`src/rtl/shifter_pkg.sv`:
```
// Shared mode encodings and elaboration-time helpers for the pipelined shifter.
// The sticky datapath is enabled by the SHIFT_STICKY_EN macro in the files that import this package.
package shifter_pkg;

  localparam logic [1:0] MODE_LSL = 2'b00;
  localparam logic [1:0] MODE_LSR = 2'b01;
  localparam logic [1:0] MODE_ASR = 2'b10;
  localparam logic [1:0] MODE_ROR = 2'b11;

  function automatic int unsigned clog2(input int unsigned n);
    int unsigned r;
    r = 0;
    for (longint unsigned v = 1; v < 64'(n); v = v << 1) r++;
    return r;
  endfunction

  // Mux levels handled by each register stage.
  function automatic int unsigned levels_per_stage(input int unsigned levels,
                                                   input int unsigned stages);
    return (levels + stages - 1) / stages;
  endfunction

endpackage

```
`src/rtl/shift_align_stage.sv`:
```
// One registered slice of the shifter: applies mux levels LO..HI-1, then registers the result.
// Sticky accumulation exists only when SHIFT_STICKY_EN is defined.
module shift_align_stage
  import shifter_pkg::*;
#(
  parameter int unsigned SW = 32,
  parameter int unsigned L  = 5,
  parameter int unsigned LO = 0,
  parameter int unsigned HI = 5
) (
  input  logic          clk,
  input  logic          rst,
  input  logic          flush_i,
  input  logic          load_i,
  input  logic          valid_i,
  input  logic [1:0]    mode_i,
  input  logic [L-1:0]  shamt_i,
  input  logic [SW-1:0] data_i,
  input  logic          sticky_i,
  output logic          valid_o,
  output logic [1:0]    mode_o,
  output logic [L-1:0]  shamt_o,
  output logic [SW-1:0] data_o,
  output logic          sticky_o
);

  logic          valid_q, valid_d;
  logic [1:0]    mode_q, mode_d;
  logic [L-1:0]  shamt_q, shamt_d;
  logic [SW-1:0] data_q, data_d;
  logic [SW-1:0] lvl_data_c;
`ifdef SHIFT_STICKY_EN
  logic          sticky_q, sticky_d;
  logic          lvl_sticky_c;
`endif

  // Mux levels owned by this slice; level j moves data by 2^j.
  always_comb begin
    lvl_data_c = data_i;
`ifdef SHIFT_STICKY_EN
    lvl_sticky_c = sticky_i;
`endif
    for (int j = 0; j < int'(L); j++) begin
      if (j >= int'(LO) && j < int'(HI) && shamt_i[j]) begin
        case (mode_i)
          MODE_LSL: lvl_data_c = lvl_data_c << (1 << j);
          MODE_LSR: begin
`ifdef SHIFT_STICKY_EN
            lvl_sticky_c = lvl_sticky_c | (|(lvl_data_c & ~({SW{1'b1}} << (1 << j))));
`endif
            lvl_data_c = lvl_data_c >> (1 << j);
          end
          MODE_ASR: begin
`ifdef SHIFT_STICKY_EN
            lvl_sticky_c = lvl_sticky_c | (|(lvl_data_c & ~({SW{1'b1}} << (1 << j))));
`endif
            lvl_data_c = SW'($signed(lvl_data_c) >>> (1 << j));
          end
          default: lvl_data_c = (lvl_data_c >> (1 << j)) | (lvl_data_c << (SW - (1 << j)));
        endcase
      end
    end
  end

  always_comb begin
    valid_d = valid_q;
    mode_d  = mode_q;
    shamt_d = shamt_q;
    data_d  = data_q;
`ifdef SHIFT_STICKY_EN
    sticky_d = sticky_q;
`endif
    if (load_i) begin
      valid_d = valid_i;
      mode_d  = mode_i;
      shamt_d = shamt_i;
      data_d  = lvl_data_c;
`ifdef SHIFT_STICKY_EN
      sticky_d = lvl_sticky_c;
`endif
    end
    if (flush_i) valid_d = 1'b0;
  end

  always_ff @(posedge clk or posedge rst) begin
    if (rst) begin
      valid_q <= 1'b0;
      mode_q  <= '0;
      shamt_q <= '0;
      data_q  <= '0;
`ifdef SHIFT_STICKY_EN
      sticky_q <= 1'b0;
`endif
    end else begin
      valid_q <= valid_d;
      mode_q  <= mode_d;
      shamt_q <= shamt_d;
      data_q  <= data_d;
`ifdef SHIFT_STICKY_EN
      sticky_q <= sticky_d;
`endif
    end
  end

  assign valid_o = valid_q;
  assign mode_o  = mode_q;
  assign shamt_o = shamt_q;
  assign data_o  = data_q;
`ifdef SHIFT_STICKY_EN
  assign sticky_o = sticky_q;
`else
  logic sticky_unused;
  assign sticky_unused = sticky_i;
  assign sticky_o      = 1'b0;
`endif

endmodule

```
`src/rtl/shift_align_pipe.sv`:
```
// Pipelined LSL/LSR/ASR/ROR shifter with valid/ready flow control and optional sticky output.
// Define SHIFT_STICKY_EN to build the sticky (OR of bits dropped off the LSB) datapath.
module shift_align_pipe
  import shifter_pkg::*;
#(
  parameter int unsigned SW     = 32,
  parameter int unsigned EW     = 6,
  parameter int unsigned STAGES = 2
) (
  input  logic          clk,
  input  logic          rst,
  input  logic          flush_i,
  input  logic          in_valid_i,
  output logic          in_ready_o,
  input  logic [1:0]    mode_i,
  input  logic [EW-1:0] shamt_i,
  input  logic [SW-1:0] data_i,
  output logic          out_valid_o,
  input  logic          out_ready_i,
  output logic [SW-1:0] data_o,
  output logic          sticky_o
);

  localparam int unsigned L  = clog2(SW);
  localparam int unsigned P  = levels_per_stage(L, STAGES);
  localparam int unsigned RW = EW + 1;

  logic          valid_w  [STAGES+1];
  logic          load_c   [STAGES+1];
  logic [1:0]    mode_w   [STAGES+1];
  logic [L-1:0]  shamt_w  [STAGES+1];
  logic [SW-1:0] data_w   [STAGES+1];
  logic          sticky_w [STAGES+1];

  logic [RW-1:0] rem_c;
  logic          sat_c;
  logic [L-1:0]  pre_shamt_c;
  logic [SW-1:0] pre_data_c;
  logic          pre_sticky_c;

  // Stage-0 pre-decode: ROR amount reduced mod SW by restoring subtraction, saturation resolved here.
  always_comb begin
    rem_c = {1'b0, shamt_i};
    for (int i = int'(EW); i >= 0; i--) begin
      if ((64'(SW) << i) <= 64'(rem_c)) rem_c = rem_c - RW'(64'(SW) << i);
    end
    sat_c        = (mode_i != MODE_ROR) && ({1'b0, shamt_i} >= RW'(SW));
    pre_data_c   = data_i;
    pre_shamt_c  = (mode_i == MODE_ROR) ? rem_c[L-1:0] : shamt_i[L-1:0];
    pre_sticky_c = 1'b0;
    if (sat_c) begin
      pre_data_c  = (mode_i == MODE_ASR && data_i[SW-1]) ? '1 : '0;
      pre_shamt_c = '0;
`ifdef SHIFT_STICKY_EN
      pre_sticky_c = (mode_i == MODE_LSR || mode_i == MODE_ASR) && (|data_i);
`endif
    end
  end

  assign valid_w[0]  = in_valid_i;
  assign mode_w[0]   = mode_i;
  assign shamt_w[0]  = pre_shamt_c;
  assign data_w[0]   = pre_data_c;
  assign sticky_w[0] = pre_sticky_c;

  // A stage loads when empty or when its successor loads; the last stage follows out_ready_i.
  always_comb begin
    for (int k = 0; k <= int'(STAGES); k++) load_c[k] = 1'b0;
    load_c[STAGES] = out_ready_i;
    for (int k = int'(STAGES) - 1; k >= 0; k--) begin
      load_c[k] = !valid_w[k+1] || load_c[k+1];
    end
  end

  for (genvar s = 0; s < int'(STAGES); s++) begin : g_stage
    localparam int unsigned LO = s * P;
    localparam int unsigned HI = ((s + 1) * P < L) ? (s + 1) * P : L;
    shift_align_stage #(
      .SW (SW),
      .L  (L),
      .LO (LO),
      .HI (HI)
    ) u_stage (
      .clk      (clk),
      .rst      (rst),
      .flush_i  (flush_i),
      .load_i   (load_c[s]),
      .valid_i  (valid_w[s]),
      .mode_i   (mode_w[s]),
      .shamt_i  (shamt_w[s]),
      .data_i   (data_w[s]),
      .sticky_i (sticky_w[s]),
      .valid_o  (valid_w[s+1]),
      .mode_o   (mode_w[s+1]),
      .shamt_o  (shamt_w[s+1]),
      .data_o   (data_w[s+1]),
      .sticky_o (sticky_w[s+1])
    );
  end

  assign in_ready_o  = load_c[0];
  assign out_valid_o = valid_w[STAGES];
  assign data_o      = data_w[STAGES];
  assign sticky_o    = sticky_w[STAGES];

  logic tail_unused;
  assign tail_unused = ^{mode_w[STAGES], shamt_w[STAGES], rem_c[RW-1:L]};

endmodule

```
`config.mk`:
```
export PLATFORM = sky130hd
export DESIGN_NAME = shift_align_pipe
export DESIGN_NICKNAME = d
export VERILOG_FILES = /design/src/rtl/shifter_pkg.sv /design/src/rtl/shift_align_stage.sv /design/src/rtl/shift_align_pipe.sv
export SDC_FILE = /design/constraint.sdc
export NUM_CORES = 1
export LEC_CHECK = 0
export CORE_UTILIZATION = 35
export DETAILED_ROUTE_END_ITERATION = 16
export GPL_TIMING_DRIVEN = 0
export MAX_ROUTING_LAYER = met4
export SKIP_LAST_GASP = 1
export SYNTH_ARGS = -nofsm -noshare
export SYNTH_HDL_FRONTEND = slang
export SYNTH_SLANG_ARGS = --single-unit
export TNS_END_PERCENT = 100
```
`constraint.sdc`:
```
create_clock -name clk -period 6.2 [get_ports clk]
set_clock_uncertainty 0.1 [all_clocks]
set_input_delay 0.62 -clock clk [delete_from_list [all_inputs] [get_ports clk]]
set_output_delay 0.62 -clock clk [all_outputs]
set_load 0.02 [all_outputs]
```
==> After elaboration in Yosys (flattened, before gate mapping) <==
Index checks and enable logic that the tools add are counted.
{ "word_totals": {"regBits": 73, "input_bits": 45, "output_inout_bits": 35, "elab_cells": 49} }
{ "classes": {"n_addsub": 1, "magnitude_cmp": 2, "eq_ne": 6, "mux": 19, "bitwise": 5, "n_reduce_logical": 10} }
{ "ops": {"columns": ["operator", "count"], "rows": [
  ["case mux 32 bit (3 select lines)", 5],
  ["2-to-1 mux 32 bit", 7],
  ["bitwise OR 16 x 32 -> 32 bit", 1],
  ["bitwise OR 24 x 32 -> 32 bit", 1],
  ["bitwise OR 28 x 32 -> 32 bit", 1],
  ["bitwise OR 30 x 32 -> 32 bit", 1],
  ["bitwise OR 31 x 32 -> 32 bit", 1],
  ["2-to-1 mux 5 bit", 3],
  ["== test 2 bit, second input constant", 3],
  [">= comparator 6 bit, second input constant", 1],
  ["less-or-equal comparator 6 bit, first input constant", 1],
  ["subtractor 5 x 1 -> 5 bit, second input constant", 1],
  ["== test 2 x 1 -> 1 bit, second input constant", 2],
  ["logical NOT 2 bit", 2],
  ["2-to-1 mux 1 bit", 4],
  ["nonzero test 2 bit", 2],
  ["logical AND 1 bit", 2],
  ["logical NOT 1 bit", 2],
  ["logical OR 1 bit", 2],
  ["!= test 2 bit, second input constant", 1]
]} }

==> Longest topological paths before layout <==
{ "logic_depth": {"ltp_word": 13, "depth_mapped": 11, "mapped_depth_nobuf": 7} }

==> By module <==
Synthesis repeated with hierarchy kept, for this count alone.
{ "hier_totals": {"hier_cells": 1034, "hier_area_um2": 8206.6} }
{ "modules_own_cells": {"columns": ["module", "n_inst", "cells_per_inst", "area_each_um2", "seq_area_each_um2"], "rows": [
  ["shift_align_stage at g_stage[0].u_stage", 1, 594, 4595.7, 1001.0],
  ["shift_align_stage at g_stage[1].u_stage", 1, 320, 2867.8, 1001.0],
  ["shift_align_pipe", 1, 120, 743.2, 0.0]
]} }

==> Worst setup path after synthesis <==
OpenSTA, ideal clock, no wires.
{ "synth_timing": {"kind": "input-to-reg", "start": "input port mode_i[0]", "end": "register g_stage[0].u_stage.data_q[9]", "setup_time_ns": 0.131, "arrival_ns": 2.331, "required_ns": 5.969, "setup_slack_ns": 3.638, "path_stages": 9, "path_buffers": 2, "path_cell_list": "buf_6 buf_6 or3b_1 o211a_1 a222oi_1 nand2_1 nand3_1 a21oi_1 or3_1"} }
{ "synth_between": {"elab_chain_len": 13, "elab_cells_between_ends": 20, "cone_classes": "4 x eq/ne; 10 x mux; 3 x bitwise; 3 x reduce/logical"} }
{ "synth_rtl": {"columns": ["item", "line", "rtl"], "rows": [
  ["start: declaration", "shift_align_pipe.sv:15", "input logic [1:0] mode_i,"],
  ["== test 2 bit", "shift_align_stage.sv:45, shift_align_pipe.sv:52", null],
  ["logical AND 1 bit", "shift_align_pipe.sv:52", "pre_data_c = (mode_i == MODE_ASR && data_i[SW-1]) ? '1 : '0;"],
  ["2-to-1 mux 32 bit", "shift_align_pipe.sv:52", null],
  ["2-to-1 mux 32 bit", "shift_align_pipe.sv:51", "if (sat_c) begin"],
  ["bitwise OR 31 x 32 -> 32 bit", "shift_align_stage.sv:59", "default: lvl_data_c = (lvl_data_c >> (1 << j)) | (lvl_data_c << (SW - (1 << j)));"],
  ["case mux 32 bit (3 select lines)", "shift_align_stage.sv:45", "case (mode_i)"],
  ["2-to-1 mux 32 bit", "shift_align_stage.sv:44", "if (j >= int'(LO) && j < int'(HI) && shamt_i[j]) begin"],
  ["bitwise OR 30 x 32 -> 32 bit", "shift_align_stage.sv:59", null],
  ["case mux 32 bit (3 select lines)", "shift_align_stage.sv:45", null],
  ["2-to-1 mux 32 bit", "shift_align_stage.sv:44", null],
  ["bitwise OR 28 x 32 -> 32 bit", "shift_align_stage.sv:59", null],
  ["case mux 32 bit (3 select lines)", "shift_align_stage.sv:45", null],
  ["2-to-1 mux 32 bit (*)", "shift_align_stage.sv:44", null],
  ["end signal: assignment", "shift_align_stage.sv:98", "data_q <= data_d;"],
  ["end: declaration", "shift_align_stage.sv:30", "logic [SW-1:0] data_q, data_d;"]
]} }
Mark *: on every way between the ends. The rest lies on a longest branch, timed or not.
A chain may end at the register's enable or synchronous reset.

==> Worst setup path after layout <==
{ "layout_timing": {"start": "input port out_ready_i", "end": "output port in_ready_o"} }
{ "layout_between": {"elab_chain_len": 2} }
{ "layout_rtl": {"columns": ["item", "line", "rtl"], "rows": [
  ["start: declaration", "shift_align_pipe.sv:19", "input logic out_ready_i,"],
  ["logical OR 1 bit (2 in a row)", "shift_align_pipe.sv:71", "load_c[k] = !valid_w[k+1] || load_c[k+1];"],
  ["end: declaration", "shift_align_pipe.sv:14", "output logic in_ready_o,"]
]} }
No other way between the ends.

==> summary.txt <==
commonest non-fill, non-tap cells in the layout: nor2_1 (137), a21oi_1 (123), nand2_1 (104), o21ai_0 (103), clkdlybuf4s50_1 (76)
die height: 143 um
Synth top area share: 25.2%
total wire length: 37.8 mm
simple logic cell fraction of the synthesized area: 22.8%
met3 Usage GRT: 9.02%
syn_area_per_cell: 6.91 um2
# IOs: 80
Crit Path Class: input port to primary output
Resize count post-CTS: 0
share of cells above drive strength 1: 8.83%
largest net degree at the start of global routing: 71
reg2reg path depth: 6
P per Cell Area: 242 nW/um2
syn_nets: 1052
Worst Hold Class: flip-flop to flip-flop
unrepaired setup endpoints after global routing: no
Synth Cell Area: 6960 um2
GRT Util Overall: 38.6%
Final Hold Viols: 0
Vias: 9093
Worst Path Required: 5480 ps
drt via density: 6.67
final global-route overflow total: 0
number of global-route vias before repair: 8274
clock root buffer: clkbuf_16
predominant post-synthesis flop cell: dfrtp_1
initial DRC count: 1594
port bufs: 76
initial antenna violation count: 0
Post-CTS Setup Inserts: 0
Synth Area in Compound Gates: 39.6%
main combinational cell family by area after synthesis: compound AO/OA/AOI/OAI gates
dpl cell area: 8060 um2
Worst IR Drop VDD: 0.154 mV
post-synthesis adder-cell area fraction: 0%
final setup violation count: 0
area of the die: 20500 um2
Std-Cell Rows: 51
routability congestion estimate from global placement: 0.996
antenna cells: 0
most common cell after layout, fill and taps aside: nor2_1
Synth Area in XOR/XNOR: 0.126%
async set-reset flop share out of synthesis: 100%
Mapped Cells: 1007
GR Layer Usage met1: 52.9%
post-route ant nets: 0
WHS Path Cells: 2
Core Area: 19500 um2
sequential share of the synthesized area: 25.2%
Chip Width: 143 um
post-route cell area: 8390 um2
startpoint types: input port
Final nets: 1139
P&R area growth vs syn: 20.5%
CP arrival: 3290 ps
Worst Path Max Fanout: 10
busiest layer in global routing: met2
count of max-cap constraint violations: 0
Distinct cells, synth: 78
Skew-Pair Late Insertion Delay: 340 ps
maximum operating frequency: 0.249 GHz
synth top area cells: dfrtp_1 (25%), a21oi_1 (8.8%), o21ai_0 (7.4%)
area leader, netlist: dfrtp_1
Crit path buffers/inverters: 5
mux share of post-synthesis cell area: 2.19%
Crit. End Element: primary output
wire per inst: 27.7 um
Worst Tran Pin Value: 1220 ps
cell depth of the worst setup path: 7
max-slew violation count: 0
CTS tree: yes
cts bufs inserted: 9
Bufs on Longest Clock Path: 2
Slew HR: 18.9%
Leak: 3.27 nW
DRC Markers: 0
Synth Warn #: 0
htree depth: 3
post-route setup TNS: 0 ps
sequence of cells on the critical path: clkdlybuf4s50_1 > nor2b_1 > and2_1 > clkbuf_1 > clkinv_1 > clkbuf_1 > clkdlybuf4s50_1
Post-DP HPWL: 28.9 mm
First-pass DRT Iterations: 6
clk sinks: 70
slowest CP cell: clkdlybuf4s50_1
Worst path top cell family by delay: buffers and inverters
status: completed
largest stage delay on the critical path: 640 ps
Final Cycle Share: 64.7%
clk slew on worst S/H paths: 60 ps
CTS hold repair buffers: 0
EDFF count, synth: 0
register bit total from synthesis: 70
minimum clock period: 4010 ps
met2 global-route usage: 53.1%
initial core utilization: 35.8%
first-pass GRT wire length: 55.0 mm
==> metal layers <==
layer	wire, um	up-vias	share of wire [%]
li1	-	3841	-
met1	15700	4377	42
met2	15400	738	41
met3	4860	137	13
met4	1780	0	4.7
met5	0	-	0
==> worst register-to-register path, cell delays in order (launching register included) <==
cell and delay (ps):
dfrtp_1 360, nor2b_1 540, and2_1 210, clkbuf_1 250, clkbuf_1 540, clkbuf_1 560, o21ai_0 220
==> worst paths after layout <==
kind	start	to	slack [ps]
max	out_ready_i	in_ready_o	2190
min	g_stage[1].u_stage.data_o[28]$_DFFE_PP0P_	g_stage[1].u_stage.data_o[28]$_DFFE_PP0P_	380
max reg2reg	g_stage[1].u_stage.valid_o$_DFFE_PP0P_	g_stage[0].u_stage.data_o[10]$_DFFE_PP0P_	3280
min reg2reg	g_stage[1].u_stage.data_o[28]$_DFFE_PP0P_	g_stage[1].u_stage.data_o[28]$_DFFE_PP0P_	380
max in group asynchronous	rst	g_stage[0].u_stage.data_o[5]$_DFFE_PP0P_	4690
min in group asynchronous	rst	g_stage[1].u_stage.data_o[27]$_DFFE_PP0P_	720
==> final cells by class <==
cell class | instances | area [um2]
fill | 2063 | 11100
multi-input combinational | 797 | 4520
sequential | 70 | 1750
timing repair buffer | 76 | 761
buffer | 129 | 653
tap | 265 | 332
clock buffer | 10 | 239
clock inverter | 6 | 92.6
inverter | 11 | 43.8
==> cells by family after synthesis <==
logic type	Yosys count
AOI/OAI and AO/OA	427
xor gates and xnor gates	1
buffers and inverters	140
DFF	70
muxes	15
other	1
and+or+nand+nor	353
==> registers in the layout (all words and copies together) (netlist names) <==
name,count
g_stage.u_stage.data_o,64
g_stage.u_stage.mode_o,2
g_stage.u_stage.shamt_o,2
g_stage.u_stage.valid_o,2
==> power breakdown <==
| part | internal [mW] | leakage (nW) | switching (mW) |
|---|---|---|---|
| Combinational | 0.326 | 2.26 | 0.501 |
| Clock | 0.366 | 0.156 | 0.215 |
| Sequential | 0.533 | 0.853 | 0.0866 |
| Total | 1.23 | 3.27 | 0.802 |
==> cell usage after synthesis, types with 6 or more instances <==
master	n
a221o_1	9
nand3_1	22
buf_2	21
nor2_1	137
o21bai_1	8
a22o_1	6
a21o_1	10
nand2_1	104
a2bb2oi_1	6
nand2b_1	14
a31oi_1	15
buf_4	34
clkbuf_1	63
mux2i_1	13
nor3_1	16
and3_1	7
dfrtp_1	70
inv_1	9
o221ai_1	17
nor2b_1	15
a21oi_1	123
a22oi_1	7
a211oi_1	9
a31o_2	8
o21ai_0	103
o22a_1	7
buf_1	9
o22ai_1	26
==> stage by stage <==
| stage | power, mW | std cells | hold WS [ps] | utilization, % | worst slack, ps |
|---|---|---|---|---|---|
| floorplan | 1.08 | 1007 | 351 | - | 3640 |
| global route | 2.11 | 1364 | 396 | 43.1 | 2110 |
| CTS | 2.00 | 1364 | 385 | 43.1 | 2260 |
| finish | 2.03 | 1364 | 376 | 43.1 | 2190 |
| global placement | 1.43 | 1348 | 363 | 41.4 | 1910 |
| detailed placement | 1.42 | 1348 | 371 | 41.4 | 2080 |
(Power assumes the default switching activity.)
